`config.mk`:
```
export PLATFORM = sky130hd
export DESIGN_NAME = vga_timing_gen
export DESIGN_NICKNAME = d
export VERILOG_FILES = /design/src/rtl/vga_pkg.sv /design/src/rtl/vga_timing_gen_pipe_delay.sv /design/src/rtl/vga_timing_gen.sv
export SDC_FILE = /design/constraint.sdc
export NUM_CORES = 1
export LEC_CHECK = 0
export ABC_AREA = 1
export BUFFER_PORTS_ARGS = -buffer_cell sky130_fd_sc_hd__buf_2
export CAP_MARGIN = 20
export CORE_UTILIZATION = 30
export CTS_CLUSTER_SIZE = 10
export DETAILED_ROUTE_END_ITERATION = 6
export GPL_ROUTABILITY_DRIVEN = 0
export GPL_TIMING_DRIVEN = 0
export HOLD_SLACK_MARGIN = 0.12
export SETUP_SLACK_MARGIN = 0.3
export SYNTH_ARGS = -nofsm -noshare
export SYNTH_HDL_FRONTEND = slang
export SYNTH_SLANG_ARGS = --single-unit
```
`constraint.sdc`:
```
create_clock -name clk -period 1.5 [get_ports clk]
set_input_delay 0.075 -clock clk [delete_from_list [all_inputs] [get_ports clk]]
set_output_delay 0.075 -clock clk [all_outputs]
set_load 0.03 [all_outputs]
```
`src/rtl/vga_pkg.sv`:
```
// rtl/vga_pkg.sv - default 640x480 VGA timing constants and colour types
package vga_pkg;

  localparam int CNT_W = 11;

  localparam int DEF_H_ACTIVE = 640;
  localparam int DEF_H_FP     = 16;
  localparam int DEF_H_SYNC   = 96;
  localparam int DEF_H_BP     = 48;

  localparam int DEF_V_ACTIVE = 480;
  localparam int DEF_V_FP     = 10;
  localparam int DEF_V_SYNC   = 2;
  localparam int DEF_V_BP     = 33;

  localparam int H_TOTAL = DEF_H_ACTIVE + DEF_H_FP + DEF_H_SYNC + DEF_H_BP;
  localparam int V_TOTAL = DEF_V_ACTIVE + DEF_V_FP + DEF_V_SYNC + DEF_V_BP;

  typedef struct packed {
    logic [2:0] r;
    logic [2:0] g;
    logic [1:0] b;
  } rgb332_t;

  typedef struct packed {
    logic [7:0] r;
    logic [7:0] g;
    logic [7:0] b;
  } rgb888_t;

  typedef struct packed {
    logic hsync;
    logic vsync;
    logic visible;
  } ctrl_t;

  // Bit replication so full-scale 3/2-bit codes map to 8'hFF and zero to 8'h00.
  function automatic rgb888_t expand_rgb(input rgb332_t c);
    rgb888_t e;
    e.r = {c.r, c.r, c.r[2:1]};
    e.g = {c.g, c.g, c.g[2:1]};
    e.b = {c.b, c.b, c.b, c.b};
    return e;
  endfunction

endpackage

```
`src/rtl/vga_timing_gen_pipe_delay.sv`:
```
// rtl/vga_timing_gen_pipe_delay.sv - fixed-depth register delay line with reset value
module pipe_delay #(
  parameter int               WIDTH   = 1,
  parameter int               DEPTH   = 1,
  parameter logic [WIDTH-1:0] RST_VAL = '0
) (
  input  logic             clk,
  input  logic             rst_n,
  input  logic [WIDTH-1:0] d,
  output logic [WIDTH-1:0] q
);

  logic [WIDTH-1:0] stages [DEPTH];

  always_ff @(posedge clk or negedge rst_n) begin
    if (!rst_n) begin
      for (int i = 0; i < DEPTH; i++) stages[i] <= RST_VAL;
    end else begin
      stages[0] <= d;
      for (int i = 1; i < DEPTH; i++) stages[i] <= stages[i-1];
    end
  end

  assign q = stages[DEPTH-1];

endmodule

```
`src/rtl/vga_timing_gen.sv`:
```
// rtl/vga_timing_gen.sv - VGA counters, sync/blank generation and colour output alignment
module vga_timing_gen
  import vga_pkg::*;
#(
  parameter int RGB_LATENCY = 1,
  parameter int H_ACTIVE    = DEF_H_ACTIVE,
  parameter int H_FP        = DEF_H_FP,
  parameter int H_SYNC      = DEF_H_SYNC,
  parameter int H_BP        = DEF_H_BP,
  parameter int V_ACTIVE    = DEF_V_ACTIVE,
  parameter int V_FP        = DEF_V_FP,
  parameter int V_SYNC      = DEF_V_SYNC,
  parameter int V_BP        = DEF_V_BP
) (
  input  logic        clk,
  input  logic        resetN,
  input  logic [7:0]  RGB_in,
  output logic [10:0] pixelX,
  output logic [10:0] pixelY,
  output logic        startOfFrame,
  output logic        hsyncN,
  output logic        vsyncN,
  output logic        blankN,
  output logic [7:0]  vgaR,
  output logic [7:0]  vgaG,
  output logic [7:0]  vgaB
);

  localparam int H_PERIOD = H_ACTIVE + H_FP + H_SYNC + H_BP;
  localparam int V_PERIOD = V_ACTIVE + V_FP + V_SYNC + V_BP;

  localparam logic [CNT_W-1:0] H_LAST   = CNT_W'(H_PERIOD - 1);
  localparam logic [CNT_W-1:0] V_LAST   = CNT_W'(V_PERIOD - 1);
  localparam logic [CNT_W-1:0] H_VIS    = CNT_W'(H_ACTIVE);
  localparam logic [CNT_W-1:0] V_VIS    = CNT_W'(V_ACTIVE);
  localparam logic [CNT_W-1:0] HS_FIRST = CNT_W'(H_ACTIVE + H_FP);
  localparam logic [CNT_W-1:0] HS_LAST  = CNT_W'(H_ACTIVE + H_FP + H_SYNC - 1);
  localparam logic [CNT_W-1:0] VS_FIRST = CNT_W'(V_ACTIVE + V_FP);
  localparam logic [CNT_W-1:0] VS_LAST  = CNT_W'(V_ACTIVE + V_FP + V_SYNC - 1);

  logic [CNT_W-1:0] h_cnt;
  logic [CNT_W-1:0] v_cnt;
  logic             sof;
  ctrl_t            raw;
  ctrl_t            aligned;
  rgb332_t          rgb_q;
  rgb888_t          rgb_exp;

  // The pulse is decoded from the pre-wrap count, so it lands in the (0,0) cycle
  // and never fires for the frame that starts out of reset.
  always_ff @(posedge clk or negedge resetN) begin
    if (!resetN) begin
      h_cnt <= '0;
      v_cnt <= '0;
      sof   <= 1'b0;
    end else begin
      if (h_cnt == H_LAST) begin
        h_cnt <= '0;
        v_cnt <= (v_cnt == V_LAST) ? '0 : v_cnt + CNT_W'(1);
      end else begin
        h_cnt <= h_cnt + CNT_W'(1);
      end
      sof <= (h_cnt == H_LAST) && (v_cnt == V_LAST);
    end
  end

  always_comb begin
    raw         = '0;
    raw.hsync   = (h_cnt >= HS_FIRST) && (h_cnt <= HS_LAST);
    raw.vsync   = (v_cnt >= VS_FIRST) && (v_cnt <= VS_LAST);
    raw.visible = (h_cnt < H_VIS) && (v_cnt < V_VIS);
  end

  // Controls wait for the background drawer plus the RGB_in capture register.
  pipe_delay #(
    .WIDTH   ($bits(ctrl_t)),
    .DEPTH   (RGB_LATENCY + 1),
    .RST_VAL ('0)
  ) u_ctrl_delay (
    .clk   (clk),
    .rst_n (resetN),
    .d     (raw),
    .q     (aligned)
  );

  always_ff @(posedge clk or negedge resetN) begin
    if (!resetN) begin
      rgb_q <= '0;
    end else begin
      rgb_q <= rgb332_t'(RGB_in);
    end
  end

  assign rgb_exp      = expand_rgb(rgb_q);
  assign pixelX       = h_cnt;
  assign pixelY       = v_cnt;
  assign startOfFrame = sof;
  assign hsyncN       = ~aligned.hsync;
  assign vsyncN       = ~aligned.vsync;
  assign blankN       = aligned.visible;
  assign vgaR         = aligned.visible ? rgb_exp.r : 8'h00;
  assign vgaG         = aligned.visible ? rgb_exp.g : 8'h00;
  assign vgaB         = aligned.visible ? rgb_exp.b : 8'h00;

endmodule

```
# ---- Word level (Yosys, flattened, before mapping)
# Cells that the tools add are included.
dict set report word_totals {
  regBits 37
}
dict set report op_classes {
  add_sub_neg 2
  magnitude_cmp 6
  eq_ne 2
  mux 5
  n_bitwise 2
  reduce_logical 4
}
# cell count
set op_table {}
lappend op_table {{two-way mux 8 bit} 3}
lappend op_table {{adder 11 x 1 -> 11 bit (second input constant)} 2}
lappend op_table {{equality test 11 x 10 -> 1 bit (second input constant)} 2}
lappend op_table {{two-way mux 11 bit} 2}
lappend op_table {{greater-or-equal comparator 11 x 10 -> 1 bit (second input constant)} 1}
lappend op_table {{greater-or-equal comparator 11 x 9 -> 1 bit (second input constant)} 1}
lappend op_table {{<= comparator 11 x 10 -> 1 bit (second input constant)} 1}
lappend op_table {{<= comparator 11 x 9 -> 1 bit (second input constant)} 1}
lappend op_table {{less-than comparator 11 x 10 -> 1 bit (second input constant)} 1}
lappend op_table {{less-than comparator 11 x 9 -> 1 bit (second input constant)} 1}
lappend op_table {{logical AND 1 bit} 4}
lappend op_table {{NOT 1 bit} 2}

# ---- Longest topological paths before layout
dict set report logic_depth {
  depth_word 2
  mapped_depth 9
  mapped_depth_nobuf 9
}

# ---- Cells and area by module
# From an unflattened synthesis, not the netlist that was laid out.
dict set report hier_totals {
  cells_unflattened 250
  area_unflattened_um2 2006.9
}
# mod n_inst cells_each area_each_um2 seq_area_each_um2
set modules_own_cells {}
lappend modules_own_cells {vga_timing_gen 1 241 1834.3 775.7}
lappend modules_own_cells {pipe_delay 1 9 172.7 150.1}

# ---- Least setup slack after synthesis
# OpenSTA, ideal clock, no wires.
dict set report synth_timing {
  kind {register to register}
  startpoint {reg v_cnt[1], in the netlist pixelY[1]}
  endpoint {reg v_cnt[4], in the netlist pixelY[4]}
  setup_time_ps 118
  arrival_ps 1530
  required_ps 1382
  setup_slack_ps -148
  stages_incl_launch_ff 8
  synth_period_minus_slack_ps 1648
  cell_sequence {dfrtp_1 -> ha_1 -> clkbuf_1 -> inv_1 -> nor2_1 -> xor2_1 -> nand3b_1 -> nand2_1}
}
dict set report synth_between {
  elab_chain_cells 2
  word_cells_on_any_way 3
  cone_classes {1 x add/sub; 1 x eq/ne; 1 x mux}
}
# element line
set synth_rtl {}
lappend synth_rtl {{from (decl)} vga_timing_gen.sv:42} ;# logic [CNT_W-1:0] v_cnt;
lappend synth_rtl {{from (signal assigned)} vga_timing_gen.sv:59} ;# v_cnt <= (v_cnt == V_LAST) ? '0 : v_cnt + CNT_W'(1);
lappend synth_rtl {{adder 11 x 1 -> 11 bit or equality test 11 x 10 -> 1 bit (tied branches)} vga_timing_gen.sv:59}
lappend synth_rtl {{two-way mux 11 bit *} vga_timing_gen.sv:59}
# Every way passes the cells marked *; elsewhere a longest branch is shown, timed or not.
# A chain may end at the register's enable or synchronous reset.

# ---- Worst setup path after layout
dict set report layout_timing {
  startpoint {reg h_cnt[0], in the netlist pixelX[0]}
  endpoint {reg h_cnt[10], in the netlist pixelX[10]}
}
dict set report layout_between {
  elab_chain_cells 2
  word_cells_on_any_way 3
  cone_classes {1 x add/sub; 1 x eq/ne; 1 x mux}
}
# element line
set layout_rtl {}
lappend layout_rtl {{from (decl)} vga_timing_gen.sv:41} ;# logic [CNT_W-1:0] h_cnt;
lappend layout_rtl {{from (signal assigned)} vga_timing_gen.sv:61} ;# h_cnt <= h_cnt + CNT_W'(1);
lappend layout_rtl {{adder 11 x 1 -> 11 bit or equality test 11 x 10 -> 1 bit (tied branches)} {vga_timing_gen.sv:61, vga_timing_gen.sv:57}}
lappend layout_rtl {{two-way mux 11 bit *} vga_timing_gen.sv:57} ;# if (h_cnt == H_LAST) begin
# Marked as above.

==> results.sh <==
export IMPL_status="finished clean"
export IMPL_drive_above_1_share=0.483
export IMPL_ir_worst_vdd_v=0.000371
export IMPL_grt_first_pass_wirelength_mm=8.67
export IMPL_synth_cells=252
export IMPL_multi_input_area_um2=975
export IMPL_grt_max_degree=38
export IMPL_p_leak_uw=0.00171
export IMPL_io_pins=60
export IMPL_syn2layout_area_growth_pct=61.6
export IMPL_setup_viol=0
export IMPL_io_buffer_count=59
export IMPL_n_fill_cell=573
export IMPL_htree_levels=2
export IMPL_critPathKind="reg2reg"
export IMPL_min_period_ps=1430
export IMPL_slew_violations=0
export IMPL_drt_iter0_markers=80
export IMPL_worst_pin_slew_ps=505
export IMPL_cts_root_buf="clkbuf_8"
export IMPL_cts_tree="done"
export IMPL_fmax_mhz=698
export IMPL_antenna_found_initial=0
export IMPL_insertion_delay_ps=290
export IMPL_cp_max_fo=3
export IMPL_nNetsFinal=362
export IMPL_required_ps=1740
export IMPL_grt_pass1_vias=1740
export IMPL_whs_ps=315
export IMPL_synth_area_um2=2000
export IMPL_netlist_cell_type_count=23
export IMPL_worstSetupEndpointType="register"
export IMPL_via_per_inst=4.60
export IMPL_min_period_over_period=0.956
export IMPL_hp_class="in2async"
export IMPL_dpl_hpwl_mm=3.25
export IMPL_clk_pin_slew_ps=80
export IMPL_fp_dieH_um=83.6
export IMPL_grt_ovfl_total=0
export IMPL_timing_slew_headroom=0.663
export IMPL_core_um2=6390
export IMPL_clock_sinks=37
export IMPL_routedWlPerCell_um=12.8
export IMPL_max_cap_violations=0
export IMPL_crit_arrival_ps=1670
export IMPL_dp_cells=388
export IMPL_synth_fp_nets=267
export IMPL_clock_path_buffers=2
export IMPL_rows=29
export IMPL_rsz0062_at_grt="yes"
export IMPL_cts_buffers=5
export IMPL_crit_path_start_kind="register"
export IMPL_fin_worst_skew_ps=7.87
export IMPL_dr_pass1_iters=4
export IMPL_drcViolationCount=0
export IMPL_die_area_um2=6990
export IMPL_finalCoreUtilization=0.505
export IMPL_hold_viol=0
export IMPL_start_util=0.313
export IMPL_via_count=1955
export IMPL_ys_seq_area_frac=0.463
export IMPL_instances_no_fill=425
export IMPL_wirelength_mm=5.45
export IMPL_avgSynthCellArea_um2=7.93
export IMPL_dieWidth_um=83.6
export IMPL_ant_nets=0
export IMPL_diodes=0
export IMPL_synth_seq_cells=37
export IMPL_gr_usage_all_layers=0.156
export IMPL_ys_warn_count=0
export IMPL_p_per_area_nw_per_um2=617
export IMPL_seq_area_um2=936
==> registers in the layout, summed over array words and instances (netlist names) <==
register / count
pixelX: 11
pixelY: 11
rgb_exp: 8
startOfFrame: 1
u_ctrl_delay.q: 3
u_ctrl_delay.stages: 3
==> power breakdown <==
| part | switching (uW) | internal (uW) | total, uW | leakage, uW |
|---|---|---|---|---|
| clock network | 369 | 322 | 691 | 0.0000450 |
| registers | 9.24 | 1010 | 1020 | 0.000464 |
| logic | 143 | 140 | 282 | 0.00120 |
| total | 521 | 1470 | 1990 | 0.00171 |
==> final cells by class <==
type                       instances  area share
buffer                            19      0.0694
clock buffer                       6      0.0225
clock inverter                     2     0.00310
inverter                          45      0.0601
multi-input combinational        151       0.302
sequential                        37       0.290
tap                               77      0.0298
timing repair buffer              88       0.223
==> routing by layer <==
| layer | part of all wire | GRT usage | vias up |
|---|---|---|---|
| li1 | - | - | 959 |
| met1 | 0.45 | 0.205 | 917 |
| met2 | 0.48 | 0.252 | 72 |
| met3 | 0.054 | 0.0366 | 7 |
| met4 | 0.017 | 0.0508 | 0 |
| met5 | 0 | 0 | - |
==> logic make-up (layout without fill, tap and decap cells) <==
logic type	Yosys count	count (layout)	share of synthesized area
AO/OA/AOI/OAI	9	9	0.0238
buffers and inverters	64	160	0.154
adder cells (fa/ha/maj)	5	5	0.0313
flip-flops	37	37	0.463
AND/OR/NAND/NOR	131	131	0.301
XOR/XNOR	6	6	0.0263
==> per-stage QoR <==
stage	setup slack (ps)	TNS (ps)	instance area (um2)	total power (uW)
3_3_place_gp	13.1	0	2430	1210
5_1_grt	-38.5	-72.1	3230	2070
3_5_place_dp	14.9	0	2430	1210
2_1_floorplan	58.7	0	2040	1150
4_1_cts	63.7	0	3050	2000
6_report	66.6	0	3230	1990
==> synth_stat cells, drive strengths merged <==
master   n  area, um2
nand3   22        115
buf     17        131
nor3     7       46.3
xor2     6       52.6
o21ai    3       15.0
nor2    22        100
nand2   66        250
nand4   10       62.6
nand3b   2       15.0
a21oi    5       25.0
clkbuf   2       7.51
dfrtp   37        926
inv     45        169
o21bai   1       7.51
nor4     2       12.5
ha       5       62.6
==> critical path, stage by stage, from the launching register on <==
cell and delay, ps:
dfrtp_2 390, ha_4 150, nand2_4 50, nor2_4 130
inv_4 60, buf_4 140, nor2_4 130, nand2_2 70
o21bai_1 140, nand2_1 60, inv_1 40
==> placed cells by master, fill, tap and decap left out, types with 5 or more instances in the layout <==
cell type,n
inv_1,29
nand3_2,7
inv_4,10
clkbuf_8,5
dfrtp_2,8
inv_2,6
nand2_1,51
dlygate4sd3_1,9
buf_6,49
xor2_1,5
buf_2,33
nand3_1,13
nand4_1,10
buf_4,13
nand2_4,9
dfrtp_1,29
nor2_1,14
nand2_2,6
==> path summary, 6_finish.rpt <==
path | start | endpoint | slack, ps | cells after the start
min reg2reg | u_ctrl_delay.stages[4]$_DFF_PN0_ | u_ctrl_delay.q[1]$_DFF_PN0_ | 350 | 0
max in group asynchronous | resetN | pixelY[1]$_DFFE_PN0N_ | 810 | 2
max | pixelX[0]$_DFF_PN0_ | pixelX[10]$_DFF_PN0_ | 70 | 10
max reg2reg | pixelX[0]$_DFF_PN0_ | pixelX[10]$_DFF_PN0_ | 70 | 10
min | resetN | pixelY[9]$_DFFE_PN0N_ | 320 | 2
min in group clk | u_ctrl_delay.stages[4]$_DFF_PN0_ | u_ctrl_delay.q[1]$_DFF_PN0_ | 350 | 0
==> what timing repair did <==
action                                  in CTS  in global routing
endpoints found under the setup margin      45                 49
gates cloned                                 1                  0
pin swaps                                   14                 18
resized for setup                          109                 36
setup buffers                                8                 11
hold endpoints to repair                    45                  0
hold buffers                                 9                  0
Power figures use the tool's default switching activity.
